$ cat config.mk
export PLATFORM = sky130hd
export DESIGN_NAME = hazard_ctrl
export DESIGN_NICKNAME = d
export VERILOG_FILES = /design/src/rtl/pipe_pkg.sv /design/src/rtl/mult_seq.sv /design/src/rtl/hazard_ctrl.sv
export SDC_FILE = /design/constraint.sdc
export NUM_CORES = 1
export LEC_CHECK = 0
export CAP_MARGIN = 20
export CELL_PAD_IN_SITES_DETAIL_PLACEMENT = 0
export CELL_PAD_IN_SITES_GLOBAL_PLACEMENT = 1
export CORE_MARGIN = 4
export CORE_UTILIZATION = 24
export CTS_CLUSTER_SIZE = 40
export DETAILED_ROUTE_END_ITERATION = 10
export PLACE_DENSITY_LB_ADDON = 0.1
export SETUP_SLACK_MARGIN = 0.02
export SYNTH_ARGS = -nofsm -noshare
export SYNTH_HDL_FRONTEND = slang
export SYNTH_SLANG_ARGS = --single-unit
$ cat constraint.sdc
create_clock -name clock -period 2 [get_ports clock]
set_input_delay 0.4 -clock clock [delete_from_list [all_inputs] [get_ports clock]]
set_output_delay 0.4 -clock clock [all_outputs]
set_load 0.005 [all_outputs]
$ cat src/rtl/pipe_pkg.sv
// pipe_pkg: shared pipeline-control encodings for the execute-stage sequencer.
package pipe_pkg;
  typedef enum logic [1:0] {RUN = 2'd0, MUL = 2'd1, DRAIN = 2'd2} state_e;
  localparam int MEM_READ_BIT = 1;
endpackage

$ cat src/rtl/mult_seq.sv
// mult_seq: multiply occupancy FSM; holds MUL for MULT_CYCLES-1 cycles, then one DRAIN cycle.
module mult_seq
  import pipe_pkg::*;
#(
  parameter int MULT_CYCLES = 4,
  parameter int CNT_W       = 4
) (
  input  logic clock,
  input  logic reset,
  input  logic start,
  output logic busy,
  output logic drain
);
  state_e state_q, state_d;
  logic [CNT_W-1:0] cnt_q, cnt_d;
  always_comb begin
    state_d = start ? MUL : RUN;
    cnt_d   = start ? CNT_W'(MULT_CYCLES - 1) : '0;
    if (state_q == MUL) begin
      state_d = (cnt_q == CNT_W'(1)) ? DRAIN : MUL;
      cnt_d   = cnt_q - 1'b1;
    end
  end
  always_ff @(posedge clock) begin
    if (reset) begin
      state_q <= RUN;
      cnt_q   <= '0;
    end else begin
      state_q <= state_d;
      cnt_q   <= cnt_d;
    end
  end
  assign busy  = state_q == MUL;
  assign drain = state_q == DRAIN;
endmodule

$ cat src/rtl/hazard_ctrl.sv
// hazard_ctrl: execute-stage sequencing; load-use stall, branch flush and multiply hold.
module hazard_ctrl
  import pipe_pkg::*;
#(
  parameter int MULT_CYCLES = 4,
  parameter int CNT_W       = 4
) (
  input  logic       clock,
  input  logic       reset,
  input  logic [4:0] IDRegRs,
  input  logic [4:0] IDRegRt,
  input  logic       IDUsesRt,
  input  logic       IDIsMult,
  input  logic       IDEXMemRead,
  input  logic [4:0] IDEXRegRt,
  input  logic       EXBranchTaken,
  output logic       PCWrite,
  output logic       IFIDWrite,
  output logic       IFIDFlush,
  output logic       IDEXBubble,
  output logic       MultStart,
  output logic       MultBusy
);
  logic lu, busy, drain, free;
  assign lu = IDEXMemRead & (IDEXRegRt != '0) &
              ((IDEXRegRt == IDRegRs) | (IDUsesRt & (IDEXRegRt == IDRegRt)));
  // DRAIN behaves exactly like RUN for issue decisions
  assign free = drain | ~busy;
  always_comb begin
    PCWrite    = 1'b1;
    IFIDWrite  = 1'b1;
    IFIDFlush  = 1'b0;
    IDEXBubble = 1'b0;
    MultStart  = 1'b0;
    MultBusy   = 1'b0;
    if (reset) begin
    end else if (!free) begin
      MultBusy  = 1'b1;
      PCWrite   = 1'b0;
      IFIDWrite = 1'b0;
    end else if (EXBranchTaken) begin
      IFIDFlush  = 1'b1;
      IDEXBubble = 1'b1;
    end else if (lu) begin
      PCWrite    = 1'b0;
      IFIDWrite  = 1'b0;
      IDEXBubble = 1'b1;
    end else begin
      MultStart = IDIsMult;
    end
  end
  mult_seq #(.MULT_CYCLES(MULT_CYCLES), .CNT_W(CNT_W)) u_seq (
    .clock(clock),
    .reset(reset),
    .start(MultStart),
    .busy (busy),
    .drain(drain)
  );
endmodule

==> results_dict.tcl, run 1 <==
set metrics [dict create \
    worst-path-buf-inv 2 \
    hold_viol 0 \
    synthFlopType "dfxtp_1" \
    crit_slowest_cell "or4_4" \
    synth_cells 50 \
    endpoint "IDEXBubble" \
    power.density_mw_per_mm2 479 \
    syn_to_final_growth_pct 98.0 \
    htree_levels 1 \
    gr-total-overflow 0 \
    wl_met3_um 37 \
    synth_edf_count 0 \
    root_buffer "clkbuf_4" \
    core_mm2 0.00173 \
    synthMuxAreaShare 0 \
    dieArea_mm2 0.00256 \
    ys_ff_latch 6 \
    cp.depth 6 \
    track_usage 0.107 \
    grt_pass1_vias 474 \
    routed_via_density 4.17 \
    synthTopCellsByCount "xor2_1, dfxtp_1, xnor2_1" \
    netSwitchingFraction 0.272 \
    clk_latency_ps 230 \
    fin_crit_sh 0.961 \
    status "completed" \
    pwr-share-clk 0.254 \
    synthMostInstantiatedCell "xor2_1" \
    finalSetupViolations 0 \
    critPathCaptureType "output pin" \
    crit_arrival_ps 1520 \
    synth.net_count 73 \
    io_pins 27 \
    path_cells "buf_6, or4_4, o21ai_4, a21oi_2, o21a_1, buf_2" \
    yosysUniqueCellTypes 22 \
    maxSlewHeadroom 0.799 \
    path_delay_family "simple AND/OR/NAND/NOR gates" \
    synth_top_cell_by_area "dfxtp_1" \
    power.switching_w 0.000112 \
    clock.fmax_mhz 520 \
    worstSetupPathType "in -> out" \
    numCtsBuffers 3 \
    firstDrtPassIters 2 \
    die_y_um 50.6 \
    slew_violations 0 \
    finalWorstSetupSlack_ps 77.2 \
    r2r_start "u_seq.state_q[0]" \
    finalPower_w 0.000413 \
    fin_area_um2 862 \
    wl_per_cell_um 11.0 \
    numPortBuffers 26 \
    seq_power_share 0.345 \
    synth_xor_area_frac 0.241 \
    reg2reg_depth 5 \
    synth_adder_area_share 0.0575 \
    antenna_found_initial 0 \
    remaining_drc_errors 0 \
    synth_top_family_by_area "simple AND/OR/NAND/NOR gates" \
    drt-total-wl_mm 1.29 \
    grt_max_degree 6 \
    intPower_w 0.000301 \
    clock_sinks 6 \
    cpPeakStageDelay_ps 530 \
    reg2reg_to "u_seq.cnt_q[0]" \
    fp-row-count 15 \
    antenna_cells 0 \
    met1_length_um 558 \
    clkTransAtPathRegs_ps 40 \
    async_flop_share 0 \
    worstHoldPathType "reg -> reg" \
    p_leak_nw 0.412 \
    startpoint_type "primary input" \
    rsz0062_at_grt "true" \
    fin_util 0.499 \
    synth_area_leaders "dfxtp_1, xor2_1, xnor2_1, ha_1, o211ai_1" \
    worstPathMaxFanout 3 \
    synth_top_area_frac 0.276 \
    cts_tree "built" \
    synthSimpleGateAreaFrac 0.270 \
    dpl_cell_area_um2 802 \
    required_ps 1600 \
    crit_start "IDEXRegRt[1]" \
    dpl.hpwl_mm 1.05 \
    highest_layer "met3" \
    preCtsSetupSlack_ps -755 \
    yosysSeqAreaShare 0.276 \
    drive_gt1_frac 0.435 \
    synth-compound-area-share 0.112 \
    avgSynthCellArea_um2 8.71 \
    cap_violations 0 \
    drt_iter0_markers 7 \
    ir_worst_vdd_uv 212 \
    wl_met2_um 694 \
    fin_skew_ps 1.95 \
    fp.dieW_um 50.6 \
    num_vias 488 \
    netlist_area_um2 435 \
    start_util 0.252 \
    worst_pin_slew_ps 301 \
    gp_congestion 0.773 \
    comb_power_share 0.400 \
    yosysWarnings 0 \
    period_minus_slack_ps 1920 \
    ant_nets 0 \
    reg2reg_slack_ps 840 \
    fin_nets 117 \
    final.setup.tns_ps 0 \
    clockBufferDepth 2 \
    grt_pass1_wl_mm 2.09 \
]
[flip-flops by register name, summed over array words and instances, names as in the netlist]
register / cells
u_seq.cnt_q: 4
u_seq.state_q: 2
[how the worst min path moves through the flow]
stage                   start              to  slack [ps]  depth (start not counted)
2_1_floorplan  u_seq.cnt_q[3]  u_seq.cnt_q[3]         490                          2
3_3_place_gp   u_seq.cnt_q[3]  u_seq.cnt_q[3]         510                          2
3_5_place_dp   u_seq.cnt_q[3]  u_seq.cnt_q[3]         520                          2
4_1_cts        u_seq.cnt_q[3]  u_seq.cnt_q[3]         530                          2
5_1_grt        u_seq.cnt_q[3]  u_seq.cnt_q[3]         560                          2
6_report       u_seq.cnt_q[3]  u_seq.cnt_q[3]         520                          2
[final cells by class]
type	instances	area (um2)
tap	25	31.3
inverter	3	11.3
clock buffer	3	22.5
sequential	6	120
fill	187	865
multi-input combinational	40	334
timing repair buffer	40	343
[per-stage QoR]
step | cells | hold WS, ps
2_1_floorplan | 50 | 486
3_3_place_gp | 111 | 509
3_5_place_dp | 111 | 516
4_1_cts | 115 | 526
5_1_grt | 117 | 561
6_report | 117 | 525
[routing by layer]
metal  global-route usage  vias to the layer above
li1                     -                      257
met1                0.137                      220
met2                0.176                       11
met3               0.0119                        0
met4               0.0538                        0
met5                    0                        -
[tightest hold or removal path, cell delays in order, from the launching register on]
cell     delay, ps
dfxtp_1        340
xnor2_1         70
nor2_1          80
[cells by family after synthesis]
| group | count (synthesis) |
|---|---|
| and+or+nand+nor | 19 |
| xor gates and xnor gates | 12 |
| AOI/OAI and AO/OA | 7 |
| DFF | 6 |
| buffers and inverters | 4 |
| adders and majority gates | 2 |
[what timing repair did]
action | 4_1_cts | 5_1_grt
hold buffers | 0 | 0
endpoints found under the hold margin | 0 | 0
gates resized for setup | 56 | 16
buffers inserted | 1 | 2
setup endpoints to repair | 6 | 6
pin swaps | 10 | 13
[power groups by stage]
stage          Clock [W]  Sequential, W  Combinational, W
2_1_floorplan          0       0.000142         0.0000734
3_3_place_gp           0       0.000143          0.000167
3_5_place_dp           0       0.000144          0.000165
4_1_cts         0.000110       0.000142          0.000160
5_1_grt         0.000114       0.000144          0.000183
6_report        0.000105       0.000143          0.000165
[cell usage in the layout, fill, tap and decap left out]
cell,count
a21oi_2,2
and2_1,2
buf_2,4
buf_4,14
buf_6,3
buf_8,1
clkbuf_2,3
clkbuf_4,3
clkdlybuf4s15_1,2
clkdlybuf4s50_1,4
dfxtp_1,6
dlygate4sd2_1,5
dlymetal6s2s_1,4
ha_1,2
inv_1,2
inv_2,1
nand2_1,1
nand2_2,1
nand2b_1,1
nand3_1,1
nand3_2,2
nor2_1,3
nor2_2,1
nor2b_4,1
nor3_1,1
nor3_2,1
nor3b_1,1
nor4_1,1
nor4b_2,1
o211ai_1,3
o21a_1,1
o21ai_4,1
or4_4,1
xnor2_1,5
xor2_1,7
(Power assumes the default switching activity.)
==> run 2, diff against run 1 <==
Settings changed: GPL_ROUTABILITY_DRIVEN set to 1, SYNTH_HIERARCHICAL set to 1.
==> run 2 against run 1 <==
Effect of this change: worst hold slack worse by 32 ps; synthesized cell count grew 4.0%; register-to-register slack worse by 340 ps; cell count up 1.7%; combinational power shrank 14%; critical path depth is the same; via count grew 3.7%; fmax down 3.6%; largest cell class is now multi-input combinational cells; sequential power shrank 9.8%; routed wire length fell by 0.62%; utilization is 2.0 points higher.
==> results_dict.tcl, run 2 <==
set metrics [dict create \
    status "completed" \
    numCtsBuffers 3 \
    gr-total-overflow 0 \
    drive_gt1_frac 0.415 \
    fin_util 0.519 \
    avgSynthCellArea_um2 8.64 \
    yosysUniqueCellTypes 24 \
    fin_nets 119 \
    drt_iter0_markers 2 \
    synth_top_cell_by_area "dfxtp_1" \
    multi_input_area_um2 373 \
    async_flop_share 0 \
    required_ps 1600 \
    synth.net_count 75 \
    synthTopCellsByCount "xnor2_1, dfxtp_1, a21oi_1" \
    largest_register_ffs 4 \
    synth_edf_count 0 \
    finalPower_w 0.000377 \
    clock.fmax_mhz 501 \
    die_y_um 51.3 \
    start_util 0.257 \
    clock_sinks 6 \
    ys_ff_latch 6 \
    cpPeakStageDelay_ps 510 \
    seqCellArea_um2 121 \
    wl_per_cell_um 10.8 \
    yosysWarnings 6 \
    worstPathMaxFanout 2 \
    netlist_area_um2 449 \
    grt_pass1_wl_mm 2.17 \
    synthMostInstantiatedCell "xnor2_1" \
    startpoint_type "primary input" \
    ant_nets 0 \
    endpoint "PCWrite" \
    r2r_start "u_seq/state_q[0]" \
    core_mm2 0.00175 \
    preCtsSetupSlack_ps -697 \
    num_vias 506 \
    rsz0062_at_grt "true" \
    final.setup.tns_ps 0 \
    period_minus_slack_ps 1990 \
    final_common_cell "buf_4" \
    path_cells "buf_6, or4_1, o21a_1, buf_6, a31oi_4, buf_2" \
    crit_slowest_cell "or4_1" \
    routed_via_density 4.25 \
    antenna_cells 0 \
    finalSetupViolations 0 \
    grt_max_degree 5 \
    synth_top_area_frac 0.267 \
    hp-start "u_seq/cnt_q[0]" \
    reg2reg_depth 9 \
    cts_tree "built" \
    slew_violations 0 \
    clk_latency_ps 240 \
    worstHoldPathType "reg -> reg" \
    track_usage 0.107 \
    dpl_cell_area_um2 808 \
    crit_start "IDEXRegRt[3]" \
    worst_pin_slew_ps 196 \
    hold_viol 0 \
    fin_area_um2 906 \
    fp-row-count 15 \
    finalWorstSetupSlack_ps 5.62 \
    synth_cells 52 \
    remaining_drc_errors 0 \
    syn_to_final_growth_pct 102 \
    maxSlewHeadroom 0.869 \
    yosysSeqAreaShare 0.267 \
    layout_common_cells "buf_4, xnor2_1, dlygate4sd2_1" \
    cts_hold_buf 0 \
    synth_area_leaders "dfxtp_1, xnor2_1, ha_1, a21oi_1, nor3_2" \
    clockBufferDepth 2 \
    largest_register "u_seq/cnt_q" \
    root_buffer "clkbuf_4" \
    numPortBuffers 26 \
    antenna_found_initial 0 \
    dpl.hpwl_mm 1.05 \
    htree_levels 1 \
    drt-total-wl_mm 1.28 \
    crit_arrival_ps 1590 \
    reg2reg_to "u_seq/state_q[0]" \
    fin_skew_ps 5.35 \
    dieArea_mm2 0.00263 \
    synthFlopType "dfxtp_1" \
    reg2reg_slack_ps 500 \
    p_leak_nw 0.390 \
    fin_crit_sh 0.997 \
    io_pins 27 \
    clkTransAtPathRegs_ps 40 \
    cap_violations 0 \
    worstSetupPathType "in -> out" \
    fillers 179 \
    ir_worst_vdd_uv 405 \
    gp_congestion 0.693 \
    cp_common_cell "buf_6" \
    fp.dieW_um 51.3 \
    grt_pass1_vias 517 \
    power.density_mw_per_mm2 416 \
    critPathCaptureType "output pin" \
    firstDrtPassIters 2 \
    top_regs "u_seq/cnt_q x4, u_seq/state_q x2" \
]
==> run 2: logic make-up (layout without fill, tap and decap cells) <==
kind of cell,count (synthesis),after routing,synth area share
AND/OR/NAND/NOR,17,17,0.245
buffers and inverters,5,47,0.0501
XOR/XNOR,12,12,0.234
AO/OA/AOI/OAI,10,10,0.148
adder cells (fa/ha/maj),2,2,0.0557
flip-flops,6,6,0.267
==> run 2: critical path: cells and delay by family <==
kind | cells | cell delay (ps)
simple gates | 1 | 510
compound gates | 2 | 330
buf+inv | 3 | 350
==> run 2: per-layer routing <==
| metal | track usage | part of all wire | up-vias |
|---|---|---|---|
| li1 | - | - | 265 |
| met1 | 0.131 | 0.44 | 225 |
| met2 | 0.174 | 0.48 | 16 |
| met3 | 0.0496 | 0.079 | 0 |
| met4 | 0.0131 | 0 | 0 |
| met5 | 0 | 0 | - |
==> run 2: worst min path at each step <==
stage	slack, ps	to	cells past startpoint
after floorplan	460	u_seq/cnt_q[0]	1
after global placement	480	u_seq/cnt_q[0]	1
after detailed placement	490	u_seq/cnt_q[0]	1
after CTS	500	u_seq/cnt_q[0]	1
after global routing	530	u_seq/cnt_q[0]	1
final	490	u_seq/cnt_q[0]	1
==> run 2: final cells by class <==
cell class,instances,share of cell area
Clock buffer,3,0.0249
Sequential cell,6,0.134
Tap cell,25,0.0345
Timing Repair Buffer,40,0.378
Multi-Input combinational cell,41,0.412
Inverter,4,0.0166
==> run 2: stage by stage <==
| stage | instances | hold WS, ps |
|---|---|---|
| finish | 119 | 493 |
| global route | 119 | 527 |
| CTS | 119 | 501 |
| detailed placement | 112 | 490 |
| global placement | 112 | 477 |
| floorplan | 52 | 459 |
==> run 2: power breakdown <==
group	leakage (nW)	internal [W]	switching (W)	total, W
clock network	0.0138	0.0000675	0.0000383	0.000106
registers	0.0492	0.000125	0.00000421	0.000129
logic	0.327	0.0000872	0.0000547	0.000142
total	0.390	0.000280	0.0000973	0.000377
==> run 2: what timing repair did <==
action	in CTS	in global routing
gates resized for setup	54	7
setup endpoints to repair	6	4
buffers inserted	4	0
pin swaps	19	9
